==> src/rtl/board_stream_pkg.sv <==
// Shared types and frame constants for the board byte stream.
// The header values must match the TPU grid decoder.
package board_stream_pkg;

   typedef enum logic [2:0] {
      IDLE,
      GRID_HDR,
      GRID,
      MOVE_HDR,
      COUNT,
      MOVES,
      DONE
   } state_e;

   localparam logic [7:0] GRID_HEADER_DEF = 8'b11_01_01_01;
   localparam logic [7:0] MOVE_HEADER_DEF = 8'b11_10_10_10;

   // Header + cells + header + count
   localparam int FRAME_FIXED_BYTES = 67;

endpackage

==> src/rtl/board_stream_encoder_serializer.sv <==
// Splits one move word into stream bytes, most-significant first.
// out_byte is the byte to register next: the load word's top or the shift.
module move_byte_serializer #(
   parameter int MOVE_WIDTH = 16,
   parameter int DATA_WIDTH = 8
) (
   input  logic                  clk,
   input  logic                  nrst,
   input  logic                  load,
   input  logic                  shift,
   input  logic [MOVE_WIDTH-1:0] din,
   output logic [DATA_WIDTH-1:0] out_byte,
   output logic                  is_last,
   output logic                  is_penult
);

   localparam int BYTES = MOVE_WIDTH / DATA_WIDTH;
   localparam int PW    = $clog2(BYTES);

   logic [MOVE_WIDTH-1:0] sr_q;
   logic [PW-1:0]         pos_q;

   // sr_q holds the bytes not yet handed out, aligned to the top
   always_ff @(posedge clk or negedge nrst) begin
      if (!nrst) begin
         sr_q  <= '0;
         pos_q <= '0;
      end else if (load) begin
         sr_q  <= din << DATA_WIDTH;
         pos_q <= '0;
      end else if (shift) begin
         sr_q  <= sr_q << DATA_WIDTH;
         pos_q <= pos_q + PW'(1);
      end
   end

   assign out_byte  = load ? din[MOVE_WIDTH-1 -: DATA_WIDTH]
                           : sr_q[MOVE_WIDTH-1 -: DATA_WIDTH];
   assign is_last   = pos_q == PW'(BYTES-1);
   assign is_penult = pos_q == PW'(BYTES-2);

endmodule

==> src/rtl/board_stream_encoder.sv <==
// Host framer: GRID_HEADER, grid, MOVE_HEADER, count, moves.
// BOARD_STREAM_GAP_EN inserts one idle cycle after every byte.
module board_stream_encoder
   import board_stream_pkg::*;
#(
   parameter int                    WIDTH       = 8,
   parameter int                    HEIGHT      = 8,
   parameter int                    DATA_WIDTH  = 8,
   parameter int                    MOVE_WIDTH  = 16,
   parameter int                    MAX_MOVES   = 220,
   parameter logic [DATA_WIDTH-1:0] GRID_HEADER = GRID_HEADER_DEF,
   parameter logic [DATA_WIDTH-1:0] MOVE_HEADER = MOVE_HEADER_DEF
) (
   input  logic                   clk,
   input  logic                   nrst,
   input  logic                   start,
   input  logic [HEIGHT-1:0][WIDTH-1:0][DATA_WIDTH-1:0] grid_id,
   input  logic [7:0]             total_move_id,
   output logic                   move_rd_en,
   output logic [7:0]             move_rd_addr,
   input  logic [MOVE_WIDTH-1:0]  move_rd_d,
   output logic                   spi_ov,
   output logic [DATA_WIDTH-1:0]  spi_od,
   output logic                   busy,
   output logic                   done,
   output logic                   err
);

   localparam int CELLS = WIDTH * HEIGHT;
   localparam int CW    = $clog2(CELLS);
   localparam logic [CW-1:0] CELL_LAST = CW'(CELLS-1);

   state_e state_q, state_d;

   logic [HEIGHT-1:0][WIDTH-1:0][DATA_WIDTH-1:0] grid_q;
   logic [CELLS*DATA_WIDTH-1:0] grid_flat;

   logic [CW-1:0] cell_q, cell_d, cell_nxt;
   logic [7:0]    n_q, move_q, move_d, move_nxt;

   logic                  ov_d, err_d, capture;
   logic [DATA_WIDTH-1:0] od_d, ser_byte;
   logic ser_load, ser_shift, ser_last, ser_penult;
   logic adv, on_byte, has_moves, fetch_ok;
   logic emitting, finish;

   assign grid_flat = grid_q;
   assign cell_nxt  = cell_q + CW'(1);
   assign move_nxt  = move_q + 8'd1;
   assign has_moves = n_q != 8'd0;
   assign fetch_ok  = move_nxt < n_q;
   assign emitting  = state_q inside {GRID_HDR, GRID, MOVE_HDR,
                                      COUNT, MOVES};

   assign busy = state_q != IDLE;
   assign done = state_q == DONE;

   // Last byte of the frame is on the wire: next cycle is DONE
   assign finish = on_byte &&
      ((state_q == COUNT && !has_moves) ||
       (state_q == MOVES && ser_last && !fetch_ok));

`ifdef BOARD_STREAM_GAP_EN
   localparam bit GAP_EN = 1'b1;

   logic hold_q;

   always_ff @(posedge clk or negedge nrst) begin
      if (!nrst) hold_q <= 1'b0;
      else       hold_q <= emitting && !hold_q && !finish;
   end

   assign adv     = hold_q;
   assign on_byte = !hold_q;
`else
   localparam bit GAP_EN = 1'b0;

   assign adv     = 1'b1;
   assign on_byte = 1'b1;
`endif

   move_byte_serializer #(
      .MOVE_WIDTH (MOVE_WIDTH),
      .DATA_WIDTH (DATA_WIDTH)
   ) u_ser (
      .clk       (clk),
      .nrst      (nrst),
      .load      (ser_load),
      .shift     (ser_shift),
      .din       (move_rd_d),
      .out_byte  (ser_byte),
      .is_last   (ser_last),
      .is_penult (ser_penult)
   );

   always_comb begin
      state_d      = state_q;
      ov_d         = spi_ov;
      od_d         = spi_od;
      err_d        = 1'b0;
      capture      = 1'b0;
      cell_d       = cell_q;
      move_d       = move_q;
      ser_load     = 1'b0;
      ser_shift    = 1'b0;
      move_rd_en   = 1'b0;
      move_rd_addr = '0;

      if (emitting && !adv) ov_d = 1'b0;

      unique case (state_q)
         IDLE: begin
            if (start) begin
               if (total_move_id > 8'(MAX_MOVES)) begin
                  err_d = 1'b1;
               end else begin
                  capture = 1'b1;
                  state_d = GRID_HDR;
                  ov_d    = 1'b1;
                  od_d    = GRID_HEADER;
               end
            end
         end
         GRID_HDR: begin
            if (adv) begin
               state_d = GRID;
               cell_d  = '0;
               ov_d    = 1'b1;
               od_d    = grid_flat[DATA_WIDTH-1:0];
            end
         end
         GRID: begin
            if (adv) begin
               ov_d = 1'b1;
               if (cell_q == CELL_LAST) begin
                  state_d = MOVE_HDR;
                  od_d    = MOVE_HEADER;
               end else begin
                  cell_d = cell_nxt;
                  od_d   = grid_flat[cell_nxt*DATA_WIDTH +: DATA_WIDTH];
               end
            end
         end
         MOVE_HDR: begin
            move_rd_en = !GAP_EN && has_moves;
            if (adv) begin
               state_d = COUNT;
               ov_d    = 1'b1;
               od_d    = DATA_WIDTH'(n_q);
            end
         end
         COUNT: begin
            move_rd_en = GAP_EN && on_byte && has_moves;
            if (finish) begin
               state_d = DONE;
               ov_d    = 1'b0;
            end else if (adv) begin
               state_d  = MOVES;
               ov_d     = 1'b1;
               ser_load = 1'b1;
               od_d     = ser_byte;
               move_d   = '0;
            end
         end
         MOVES: begin
            // Prefetch lands in the cycle the current word runs out
            if (fetch_ok && (GAP_EN ? (on_byte && ser_last)
                                    : ser_penult)) begin
               move_rd_en   = 1'b1;
               move_rd_addr = move_nxt;
            end
            if (finish) begin
               state_d = DONE;
               ov_d    = 1'b0;
            end else if (adv) begin
               ov_d = 1'b1;
               od_d = ser_byte;
               if (ser_last) begin
                  ser_load = 1'b1;
                  move_d   = move_nxt;
               end else begin
                  ser_shift = 1'b1;
               end
            end
         end
         DONE: state_d = IDLE;
         default: state_d = IDLE;
      endcase
   end

   always_ff @(posedge clk or negedge nrst) begin
      if (!nrst) begin
         state_q <= IDLE;
         spi_ov  <= 1'b0;
         spi_od  <= '0;
         err     <= 1'b0;
         cell_q  <= '0;
         move_q  <= '0;
         n_q     <= '0;
         grid_q  <= '0;
      end else begin
         state_q <= state_d;
         spi_ov  <= ov_d;
         spi_od  <= od_d;
         err     <= err_d;
         cell_q  <= cell_d;
         move_q  <= move_d;
         if (capture) begin
            grid_q <= grid_id;
            n_q    <= total_move_id;
         end
      end
   end

endmodule

==> config.mk <==
export PLATFORM = sky130hd
export DESIGN_NAME = board_stream_encoder
export DESIGN_NICKNAME = d
export VERILOG_FILES = /design/src/rtl/board_stream_pkg.sv /design/src/rtl/board_stream_encoder_serializer.sv /design/src/rtl/board_stream_encoder.sv
export SDC_FILE = /design/constraint.sdc
export NUM_CORES = 1
export LEC_CHECK = 0
export CAP_MARGIN = 5
export CORE_MARGIN = 2
export CORE_UTILIZATION = 52
export DETAILED_ROUTE_END_ITERATION = 12
export PLACE_DENSITY = 0.81
export RECOVER_POWER = 100
export REMOVE_ABC_BUFFERS = 1
export SETUP_SLACK_MARGIN = 0.15
export SKIP_LAST_GASP = 1
export SLEW_MARGIN = 20
export SYNTH_ARGS = -nofsm -noshare
export SYNTH_HDL_FRONTEND = slang
export SYNTH_SLANG_ARGS = --single-unit
==> constraint.sdc <==
create_clock -name clk -period 3.7 [get_ports clk]
set_clock_uncertainty 0.2 [all_clocks]
set_input_delay 0.555 -clock clk [delete_from_list [all_inputs] [get_ports clk]]
set_output_delay 0.555 -clock clk [all_outputs]
set_load 0.05 [all_outputs]
==> results of run 1 <==
## Yosys cell counts (4+ instances only)
cell type	count	area, sq um
nor2b_1	11	68.8
nor4_1	4	25.0
o21ai_0	43	215
buf_2	73	365
a32oi_1	4	35.0
a32o_1	8	80.1
or3_1	5	31.3
a311oi_1	5	43.8
xnor2_1	6	52.6
dfrtp_1	556	13900
nand2_1	1674	6280
nand4_1	8	50.1
mux4_2	128	2880
buf_4	5	37.5
mux2i_1	15	150
xor2_1	5	43.8
inv_1	24	90.1
and2_1	12	75.1
a211oi_1	8	60.1
a31oi_1	15	93.8
and3_1	7	43.8
nand3_1	43	215
buf_6	9	101
a21oi_1	21	105
nand2b_1	6	37.5
nor2_1	25	93.8
clkbuf_1	90	338
ha_1	9	113
o31ai_1	5	37.5
## kinds of logic after synthesis
kind of cell             count (synthesis)  share of synthesized area, %
AND/OR/NAND/NOR                       1803                          26.8
flip-flops                             556                          53.4
buffers and inverters                  207                          3.73
multiplexers                           146                          11.8
AO/OA/AOI/OAI                          136                          3.50
XOR/XNOR                                12                         0.432
adder cells (fa/ha/maj)                  9                         0.432
## what timing repair did
| action | 4_1_cts | 5_1_grt |
|---|---|---|
| gates resized for setup | 42 | 20 |
| hold endpoints to repair | 83 | 0 |
| pin swaps | 10 | 8 |
| setup endpoints to repair | 10 | 36 |
| hold buffers | 1 | 0 |
| cloned | 1 | 0 |
| buffers inserted | 10 | 2 |
## path summary, 6_finish.rpt
check | from | end | slack, ps
worst max-delay path | move_q[0]$_DFFE_PN0P_ | move_rd_addr[5] | -140
worst min-delay path | grid_id[379] | grid_flat[379]$_DFFE_PN0P_ | 260
worst max register to register | state_q[0]$_DFFE_PN0P_ | grid_flat[114]$_DFFE_PN0P_ | 130
worst min register to register | grid_flat[316]$_DFFE_PN0P_ | grid_flat[316]$_DFFE_PN0P_ | 270
max in group asynchronous | nrst | grid_flat[376]$_DFFE_PN0P_ | 660
min in group asynchronous | nrst | grid_flat[172]$_DFFE_PN0P_ | 350
## tightest hold or removal path, stage by stage
cell and delay [ps]:
clkdlybuf4s50_1 400, nand2_1 50, nand2_1 40
## report_power, final
group / internal [uW] / leakage (uW) / switching, uW
sequential: 8860 / 0.00696 / 1690
clock: 3850 / 0.00101 / 2480
combinational: 4970 / 0.00878 / 6230
total: 17700 / 0.0168 / 10400
## flip-flops by register name (all words and copies together) (netlist names)
register       flops
cell_q             6
err                1
grid_flat        512
move_q             8
n_q                8
spi_od             8
spi_ov             1
state_q            3
u_ser.is_last      1
u_ser.sr_q         8
## layer usage
metal	share of wire, %	vias to the layer above
li1	-	10300
met1	38	11200
met2	49	1170
met3	7.8	232
met4	4.5	4
met5	0.037	-
## area by class of cell
cell class	count	area, sq um
Fill cell	3655	15000
Clock buffer	74	1580
Tap cell	672	841
Inverter	24	90.1
Timing Repair Buffer	644	6410
Multi-Input combinational cell	2107	11500
Antenna cell	9	22.5
Clock inverter	29	488
Sequential cell	556	13900
## through the flow
| stage | std cells | util (%) |
|---|---|---|
| global route | 4114 | 70.0 |
| floorplan | 2686 | - |
| CTS | 4104 | 70.2 |
| detailed placement | 3989 | 65.5 |
| finish | 4115 | 70.0 |
| global placement | 3988 | 65.4 |
==> summary.txt, run 1 <==
Power
  • Design Power: ~28,000 uW
  • Worst VDD drop: roughly 440 uV
  • P_leak: 0.0168 uW
  • Pwr dens: approximately 800 mW/mm^2

Timing
  • Final Worst Setup Slack: -138 ps
  • Final hold viol count: 0
  • Final worst-path cycle share: 104%
  • Max-slew violation count: 75
  • Final setup fails: 9
  • Worst-margin pin slew: roughly 1800 ps
  • TNS Setup: -861 ps
  • Hold_ws: approximately 260 ps
  • Tmin final: 3840 ps
  • RSZ-0062 raised after global routing: true
  • Fmax: ~260 MHz
  • Worst relative slew slack: -20.1%

Hold path
  • Hold Path Cell Cnt: 3
  • HP Class: input port to register

Route
  • DRT antenna net count: 0
  • Via count: 22,900
  • Drt pass-1 iters: 5
  • DRT iter0 DRCs: about 2,300
  • Routed vias/inst: ~5.6
  • Total wire length: between 80,000 and 90,000 microns
  • DRC Markers: 0
  • Routed length per instance: about 20 microns

Worst setup path
  • R2r worst-path depth: 5
  • Worst path slowest cell: or3_4
  • CP Data Required Time: 2940 ps
  • CP max FO: 5
  • CP Launch Type: register
  • Worst path cell trace: and3_4 -> nand3_4 -> buf_6 -> xnor2_4 -> ha_4 -> a21oi_2 -> o21ai_2 -> o21bai_4 -> or3_4 -> nor2b_4 -> buf_12
  • Critical path class: register to output port
  • Critical path buffers and inverters: 2
  • Worst Setup End Kind: output port
  • Crit path DAT: around 3100 ps
  • CP top delay family: simple AND/OR/NAND/NOR gates
  • Stages on the worst setup path: 11
  • Largest stage delay on the critical path: 470 ps

Placement
  • Gp weighted congestion: 0.918
  • Place WS: 125 ps
  • Port bufs: roughly 560
  • Post-DP HPWL: roughly 59,000 microns
  • Area after DPL: between 0.03 and 0.04 sq mm

Synthesis
  • Mapped Cells: between 2,000 and 3,000
  • Primary FF master, synth: dfrtp_1
  • Syn. warnings: 0
  • Mapped Area: between 0.02 and 0.03 sq mm
  • Ys async rst share: between 90% and 100%
  • Post-synth EDFFs: 0
  • Netlist cell types: 58
  • Avg Cell Area, Syn: between 9 and 10 sq um
  • Sequential area share after synthesis: 53.4%
  • Seq cells post-synth: between 500 and 600

Clock network
  • H-tree Lvls: 2
  • Clock latency on the worst-skew pair: roughly 620 ps
  • Clock-pin slew on the worst setup and hold paths: around 60 ps
  • CTS tree: built
  • Cts bufs inserted: between 50 and 60
  • Clock Path Buffers: 3
  • Clk root buf: clkbuf_16
  • CTS Sinks: 556

GRT
  • Total track usage: between 30% and 40%
  • Met3 Resource Use GR: ~5.8%
  • First-pass GRT wire length: about 130,000 microns
  • Gr busiest metal: met2
  • Overflow after GRT: 0
  • Number of global-route vias before repair: approximately 24,000
  • Largest net degree at the start of global routing: ~180
  • Met2 usage: a little over half
  • Initial antenna violation count: 11
  • Grt met1 use: roughly two fifths

Die
  • Row Count: slightly above 80
  • Die Span Y: around 230 microns
  • Chip Width: around 230 microns
  • Core Region: ~0.05 sq mm
  • # IOs: 560
  • Starting Density: between 50% and 60%
  • Die ar.: 0.0520 sq mm

Status
  • Failing checks: max-capacitance violations, max-slew violations, negative setup slack
  • Outcome: finished with violations

Job
  • Maxcap violations: 1

Final layout
  • Layout Nets: 3,936
  • Layout cells sized above 1: approximately a tenth
  • Post-route cell area: between 0.03 and 0.04 sq mm
  • Most frequent cells in the layout: nand2_1, dfrtp_1, clkdlybuf4s50_1
  • Commonest non-fill, non-tap cell in the layout: nand2_1
  • Layout area overhead: 33.8%
(Power assumes the default switching activity.)
==> run 2, diff against run 1 <==
- CTS_CLUSTER_SIZE: unset -> 28
- HOLD_SLACK_MARGIN: unset -> 0.05
==> results of run 2 <==
The final DEF is identical to that of run 1; final timing and power are the same.
